## src/rtl/seq_divider.sv

```systemverilog
// ---------------------------------------------------------------------------
// seq_divider
//
// Iterative restoring divider for the arithmetic unit's divide path. An
// operand pair is accepted on a one-cycle start pulse. The divider then
// resolves one quotient bit per clock, MSB first, using a single WIDTH+1-bit
// trial subtractor. Results are presented together with a one-cycle done
// strobe, and they are held until the next accepted start.
//
// Parameters
//   WIDTH        operand / quotient / remainder width in bits (>= 2)
//
// Ports
//   clk          rising-edge clock
//   rst          synchronous, active-high reset (aborts any operation)
//   start        request, accepted only in IDLE or DONE
//   dividend     dividend, sampled on an accepted start
//   divisor      divisor, sampled on an accepted start
//   busy         high while iterating (state RUN)
//   done         one-cycle strobe, results valid from this cycle
//   quotient     quotient, held until the next result or reset
//   remainder    remainder, held until the next result or reset
//   div_by_zero  the held result came from a zero divisor
//
// Build option
//   DIV_SIGNED_EN  when defined, operands are two's complement. Magnitudes
//                  run through the unchanged unsigned core, and signs are
//                  restored on entry to DONE (truncation toward zero). When
//                  undefined, no sign logic is built.
//
// Latency is WIDTH+1 cycles from the start edge to done. A zero divisor is
// not short-circuited: it takes the full latency.
// ---------------------------------------------------------------------------
module seq_divider #(
    parameter int WIDTH = 8
) (
    input  logic             clk,
    input  logic             rst,
    input  logic             start,
    input  logic [WIDTH-1:0] dividend,
    input  logic [WIDTH-1:0] divisor,
    output logic             busy,
    output logic             done,
    output logic [WIDTH-1:0] quotient,
    output logic [WIDTH-1:0] remainder,
    output logic             div_by_zero
);

    localparam int CNT_W = (WIDTH > 2) ? $clog2(WIDTH) : 1;

    typedef enum logic [1:0] {
        IDLE = 2'd0,
        RUN  = 2'd1,
        DONE = 2'd2
    } state_t;

    state_t             state;

    // The partial remainder is always below the divisor after a step, or it
    // equals the dividend prefix when the divisor is zero. Either way it
    // fits in WIDTH bits. Only the shifted value needs the extra bit.
    logic [WIDTH-1:0]   partial;

    // Shared shift register. Dividend bits leave at the top while quotient
    // bits enter at the bottom. After WIDTH steps it holds the quotient.
    logic [WIDTH-1:0]   dq;

    logic [WIDTH-1:0]   divisor_r;
    logic [CNT_W-1:0]   count;

    logic [WIDTH:0]     shifted;
    logic [WIDTH:0]     trial;
    logic               qbit;
    logic [WIDTH-1:0]   next_partial;
    logic [WIDTH-1:0]   next_dq;
    logic [WIDTH-1:0]   final_q;
    logic [WIDTH-1:0]   final_r;

    logic [WIDTH-1:0]   load_dividend;
    logic [WIDTH-1:0]   load_divisor;

`ifdef DIV_SIGNED_EN
    logic               neg_q;
    logic               neg_r;
`endif

    // Operand conditioning at accept time. In the signed build the core only
    // ever sees magnitudes. The most-negative value maps onto itself, and
    // read as unsigned that is exactly its magnitude, so no extra bit is
    // needed.
    always_comb begin
        load_dividend = dividend;
        load_divisor  = divisor;
`ifdef DIV_SIGNED_EN
        if (dividend[WIDTH-1]) begin
            load_dividend = -dividend;
        end
        if (divisor[WIDTH-1]) begin
            load_divisor = -divisor;
        end
`endif
    end

    // One restoring step. Shift the next dividend bit into the partial
    // remainder and try to subtract the divisor. A clear borrow (MSB of the
    // trial) means the subtraction fits: keep it and emit a 1. Otherwise
    // restore the shifted value and emit a 0. The final_* values are what
    // gets published when this step is the last one.
    always_comb begin
        shifted      = {partial, dq[WIDTH-1]};
        trial        = shifted - {1'b0, divisor_r};
        qbit         = ~trial[WIDTH];
        next_partial = qbit ? trial[WIDTH-1:0] : shifted[WIDTH-1:0];
        next_dq      = {dq[WIDTH-2:0], qbit};
        final_q      = next_dq;
        final_r      = next_partial;
`ifdef DIV_SIGNED_EN
        // With a zero divisor the magnitude core yields all ones and the
        // magnitude of the dividend. The quotient keeps all ones whatever
        // the signs are. Re-signing the remainder recovers the original
        // dividend.
        if (divisor_r == '0) begin
            final_q = '1;
        end else if (neg_q) begin
            final_q = -next_dq;
        end
        if (neg_r) begin
            final_r = -next_partial;
        end
`endif
    end

    // Control FSM with registered outputs.
    // In IDLE and DONE a start latches the operands and begins WIDTH
    // iterations. The counter is loaded with WIDTH-1 and the step taken at
    // count 0 is the last one. busy and done are registered here next to
    // the state, so they are never high together. The published results
    // only change on entry to DONE or on reset.
    always_ff @(posedge clk) begin
        if (rst) begin
            state       <= IDLE;
            busy        <= 1'b0;
            done        <= 1'b0;
            quotient    <= '0;
            remainder   <= '0;
            div_by_zero <= 1'b0;
            partial     <= '0;
            dq          <= '0;
            divisor_r   <= '0;
            count       <= '0;
`ifdef DIV_SIGNED_EN
            neg_q       <= 1'b0;
            neg_r       <= 1'b0;
`endif
        end else begin
            case (state)
                IDLE, DONE: begin
                    done <= 1'b0;
                    if (start) begin
                        partial   <= '0;
                        dq        <= load_dividend;
                        divisor_r <= load_divisor;
                        count     <= CNT_W'(WIDTH - 1);
`ifdef DIV_SIGNED_EN
                        neg_q     <= dividend[WIDTH-1] ^ divisor[WIDTH-1];
                        neg_r     <= dividend[WIDTH-1];
`endif
                        busy      <= 1'b1;
                        state     <= RUN;
                    end else begin
                        busy      <= 1'b0;
                        state     <= IDLE;
                    end
                end
                RUN: begin
                    partial <= next_partial;
                    dq      <= next_dq;
                    count   <= count - 1'b1;
                    if (count == '0) begin
                        quotient    <= final_q;
                        remainder   <= final_r;
                        div_by_zero <= (divisor_r == '0);
                        busy        <= 1'b0;
                        done        <= 1'b1;
                        state       <= DONE;
                    end
                end
                default: begin
                    busy  <= 1'b0;
                    done  <= 1'b0;
                    state <= IDLE;
                end
            endcase
        end
    end

endmodule

```

## config.mk

```make
export PLATFORM = sky130hd
export DESIGN_NAME = seq_divider
export DESIGN_NICKNAME = d
export VERILOG_FILES = /design/src/rtl/seq_divider.sv
export SDC_FILE = /design/constraint.sdc
export NUM_CORES = 1
export LEC_CHECK = 0
export BUFFER_PORTS_ARGS = -buffer_cell sky130_fd_sc_hd__buf_2
export CORE_MARGIN = 4
export CORE_UTILIZATION = 50
export DETAILED_ROUTE_END_ITERATION = 12
export MAX_ROUTING_LAYER = met4
export PLACE_DENSITY_LB_ADDON = 0.2
export SKIP_LAST_GASP = 1
export SYNTH_ARGS = -nofsm -noshare
export SYNTH_HDL_FRONTEND = slang
export SYNTH_SLANG_ARGS = --single-unit
```

## constraint.sdc

```tcl
create_clock -name clk -period 2.4 [get_ports clk]
set_input_delay 0.24 -clock clk [delete_from_list [all_inputs] [get_ports clk]]
set_output_delay 0.24 -clock clk [all_outputs]
set_load 0.02 [all_outputs]
```

==> summary.md <==
| Metric | Value |
|---|---|
| First-pass GRT wire length | `between 8000 and 9000 µm` |
| Comb pwr share | `32.5%` |
| Synthesized area | `between 2000 and 2500 µm²` |
| Sequential fraction of design power | `~38%` |
| Util after Layout | `66.2%` |
| Clock sinks | `47` |
| Switch Pwr | `0.741 mW` |
| WHS | `158 ps` |
| Final #Nets | `roughly 350` |
| FMAX | `0.416 GHz` |
| Largest stage delay, worst path | `400 ps` |
| Ant. Diodes | `0` |
| Post-DP Area | `2510 µm²` |
| DR pass1 iterations | `4` |
| PwrDens | `860 nW/µm²` |
| PortBufs | `37` |
| Worst-path clk slew | `90 ps` |
| Slew Limit Headroom | `66.6%` |
| Die area | `5570 µm²` |
| Syn Nets | `301` |
| Total core area | `~4100 µm²` |
| Largest net degree at the start of global routing | `24` |
| CTS H-tree depth | `2` |
| Grt ovf | `0` |
| Routed WL | `about 5600 µm` |
| Num CTS Buffers | `5` |
| Synth warn | `0` |
| Hpwl dp | `about 3900 µm` |
| Final Critical Period | `between 2000 and 2500 ps` |
| Final instance area | `2740 µm²` |
| Area share of the largest cell type after synthesis | `42.4%` |
| Hold Crit Depth | `3` |
| Slew Limit Fails | `0` |
| FF-to-FF End | `remainder[7]$_SDFFE_PP0P_` |
| Maximum VDD drop | `roughly 0.00053 V` |
| Worst EP arrival | `2630 ps` |
| Global Route Usage Sum | `22.0%` |
| HP Class | `primary input to register` |
| Final setup violation count | `1` |
| Failing checks | `setup timing` |
| Vias in the first global route | `1881` |
| Yosys reg bits | `47` |
| Clock Path Buffers | `2` |
| WHS Endpoint | `divisor_r[0]$_SDFFE_PP0P_` |
| Post-synthesis cell type count | `41` |
| Slowest CP cell | `a311o_1` |
| CP cell instances | `inv_2 -> ha_4 -> inv_2 -> fa_2 -> a211oi_2 -> buf_4 -> o211a_4 -> o211ai_1 -> a311o_1 -> a311oi_2` |
| Top FF cell, synth | `dfxtp_1` |
| Clock share of power | `around 30%` |
| Total of fill cells in the finished design | `360` |
| CP Capture Type | `register` |
| Cts hold-fix bufs | `0` |
| Clock Skew | `between 8 and 9 ps` |
| Detail Route Antenna Nets | `0` |
| Startpoint types | `register` |
| Status | `complete, but fails checks` |
| Root Driver | `clkbuf_8` |
| R2r worst-path depth | `10` |
| CP Class | `register to register` |
| Yosys top cell by area | `dfxtp_1` |
| R2r setup slk | `-7 ps` |
| Final hold violation count | `0` |
| Worst EP required | `2630 ps` |
| Synth area leaders | `dfxtp_1 (42%), nand2_1 (9.5%), a21oi_1 (5.6%)` |
| Cells after synthesis | `271` |
| Most frequent CP cell | `inv_2` |
| Initial antenna violation count | `0` |
| Final TNS setup | `-6.60 ps` |
| Tightest Pin Transition | `500 ps` |
| Area Growth Syn to Fin | `23.6%` |
| Max Cap Viol | `0` |
| Iteration-0 DRC Markers | `127` |
| Via count | `2059` |
| Initial core utilization | `53.5%` |
| CTS tree | `yes` |
| Die height | `about 75 µm` |
| Residual DRC count | `0` |
| Clk_lat worst skew | `310 ps` |
| Async S/R FF share, synth | `0%` |
| P_leak | `1.13 nW` |
| Row cnt | `23` |
| Final WS setup | `-6.60 ps` |
| Non-Filler Instances | `370` |
| Placed cell count | `358` |
| Int Pwr | `1.62 mW` |
| GP Congestion | `0.903` |
| Net Sw Frac | `31.4%` |
| R2R Path Start | `dq[7]$_SDFFE_PP0P_` |
| Post-synthesis sequential area ratio | `42.4%` |
| Crit-path max FO | `4` |
| RSZ-0062 raised after global routing | `yes` |
| Drt wl/cell | `15.1 µm` |
| # IOs | `38` |
| Hold_sp | `divisor[0]` |
| Die Wd | `74.6 µm` |
| EDFF count, synth | `0` |
| Fraction of layout cells with a size suffix above 1 | `23.4%` |
| Vias/cell | `between 5 and 6` |
| Final period util | `100%` |
| Synth Area per Inst | `8.19 µm²` |
[routing by layer]
| metal | part of all wire [%] | GRT usage (%) |
|---|---|---|
| met5 | 0 | - |
| met3 | 4.6 | 4.01 |
| met1 | 46 | 30.1 |
| met2 | 46 | 32.0 |
| met4 | 2.7 | 9.09 |
[layout by cell type (no fill, tap or decap), drive strengths merged, types with 6 or more instances in the layout]
cell type,netlist,final
dfxtp,47,47
inv,12,12
o21ai,12,12
buf,1,54
a311oi,7,7
nand2b,6,6
ha,10,10
a211oi,6,6
nor2,22,22
nand2,56,56
a21oi,25,25
[worst max-delay path, delay by kind of cell, from the launching register on]
family | cells | cell delay (ps)
compound gates | 5 | 1220
fa+ha+maj | 2 | 500
flops | 1 | 330
buf+inv | 3 | 270
[cell usage after synthesis, types with 6 or more instances]
cell type / count
dfxtp_1: 47
inv_1: 12
nand2b_1: 6
nand2_1: 56
o21ai_0: 12
ha_1: 10
a21oi_1: 25
nor2_1: 22
clkbuf_1: 12
a211oi_1: 6
a311oi_1: 6
[through the flow]
| step | setup WS [ps] | total power [mW] |
|---|---|---|
| floorplan | 2.19 | 1.34 |
| global placement | 53.6 | 1.54 |
| detailed placement | -39.4 | 1.55 |
| CTS | -30.6 | 2.25 |
| global route | -144 | 2.48 |
| finish | -6.60 | 2.36 |
[final cells by class]
type	count	area [µm²]	area share [%]
Multi-Input combinational cell	199	1240	45.3
Sequential cell	47	943	34.4
Timing Repair Buffer	54	313	11.4
Clock buffer	5	68.8	2.51
Clock inverter	3	67.6	2.46
Tap cell	50	62.6	2.28
Inverter	12	45.0	1.64
[cell families (layout without fill, tap and decap cells)]
family / after synthesis / in the layout / synth area share [%]
buffers and inverters: 25 / 74 / 4.29
adder cells (fa/ha/maj): 11 / 11 / 6.54
flip-flops: 47 / 47 / 42.4
AO/OA/AOI/OAI: 73 / 73 / 21.8
multiplexers: 5 / 5 / 2.26
XOR/XNOR: 4 / 4 / 1.58
AND/OR/NAND/NOR: 106 / 106 / 21.1
[power by group through the flow]
stage	clock network [mW]	logic, mW	registers (mW)
after floorplan	0	0.427	0.917
after global routing	0.738	0.837	0.903
after detailed placement	0	0.644	0.908
after global placement	0	0.636	0.906
final	0.697	0.767	0.894
after CTS	0.703	0.652	0.890
[repair_timing]
action,CTS,global route
cloned,0,0
endpoints found under the setup margin,10,18
resized for setup,1,17
pin swaps,1,10
buffers inserted,0,4
[registers in the layout, summed over array words and instances, names as in the netlist]
| signal | cells |
|---|---|
| done | 1 |
| busy | 1 |
| count | 3 |
| remainder | 8 |
| partial | 8 |
| div_by_zero | 1 |
| state | 1 |
| quotient | 8 |
| dq | 8 |
| divisor_r | 8 |
[worst max path at each step]
| stage | from | slack (ps) | endpoint |
|---|---|---|---|
| 2_1_floorplan | dq[7]$_SDFFE_PP0P_ | 2 | remainder[7]$_SDFFE_PP0P_ |
| 3_3_place_gp | dq[7]$_SDFFE_PP0P_ | 50 | partial[0]$_SDFFE_PP0P_ |
| 3_5_place_dp | dq[7]$_SDFFE_PP0P_ | -40 | partial[4]$_SDFFE_PP0P_ |
| 4_1_cts | dq[7]$_SDFFE_PP0P_ | -30 | partial[4]$_SDFFE_PP0P_ |
| 5_1_grt | dq[7]$_SDFFE_PP0P_ | -140 | remainder[7]$_SDFFE_PP0P_ |
| 6_report | dq[7]$_SDFFE_PP0P_ | -7 | remainder[7]$_SDFFE_PP0P_ |
Note: power is estimated with default switching activity, not from simulation.
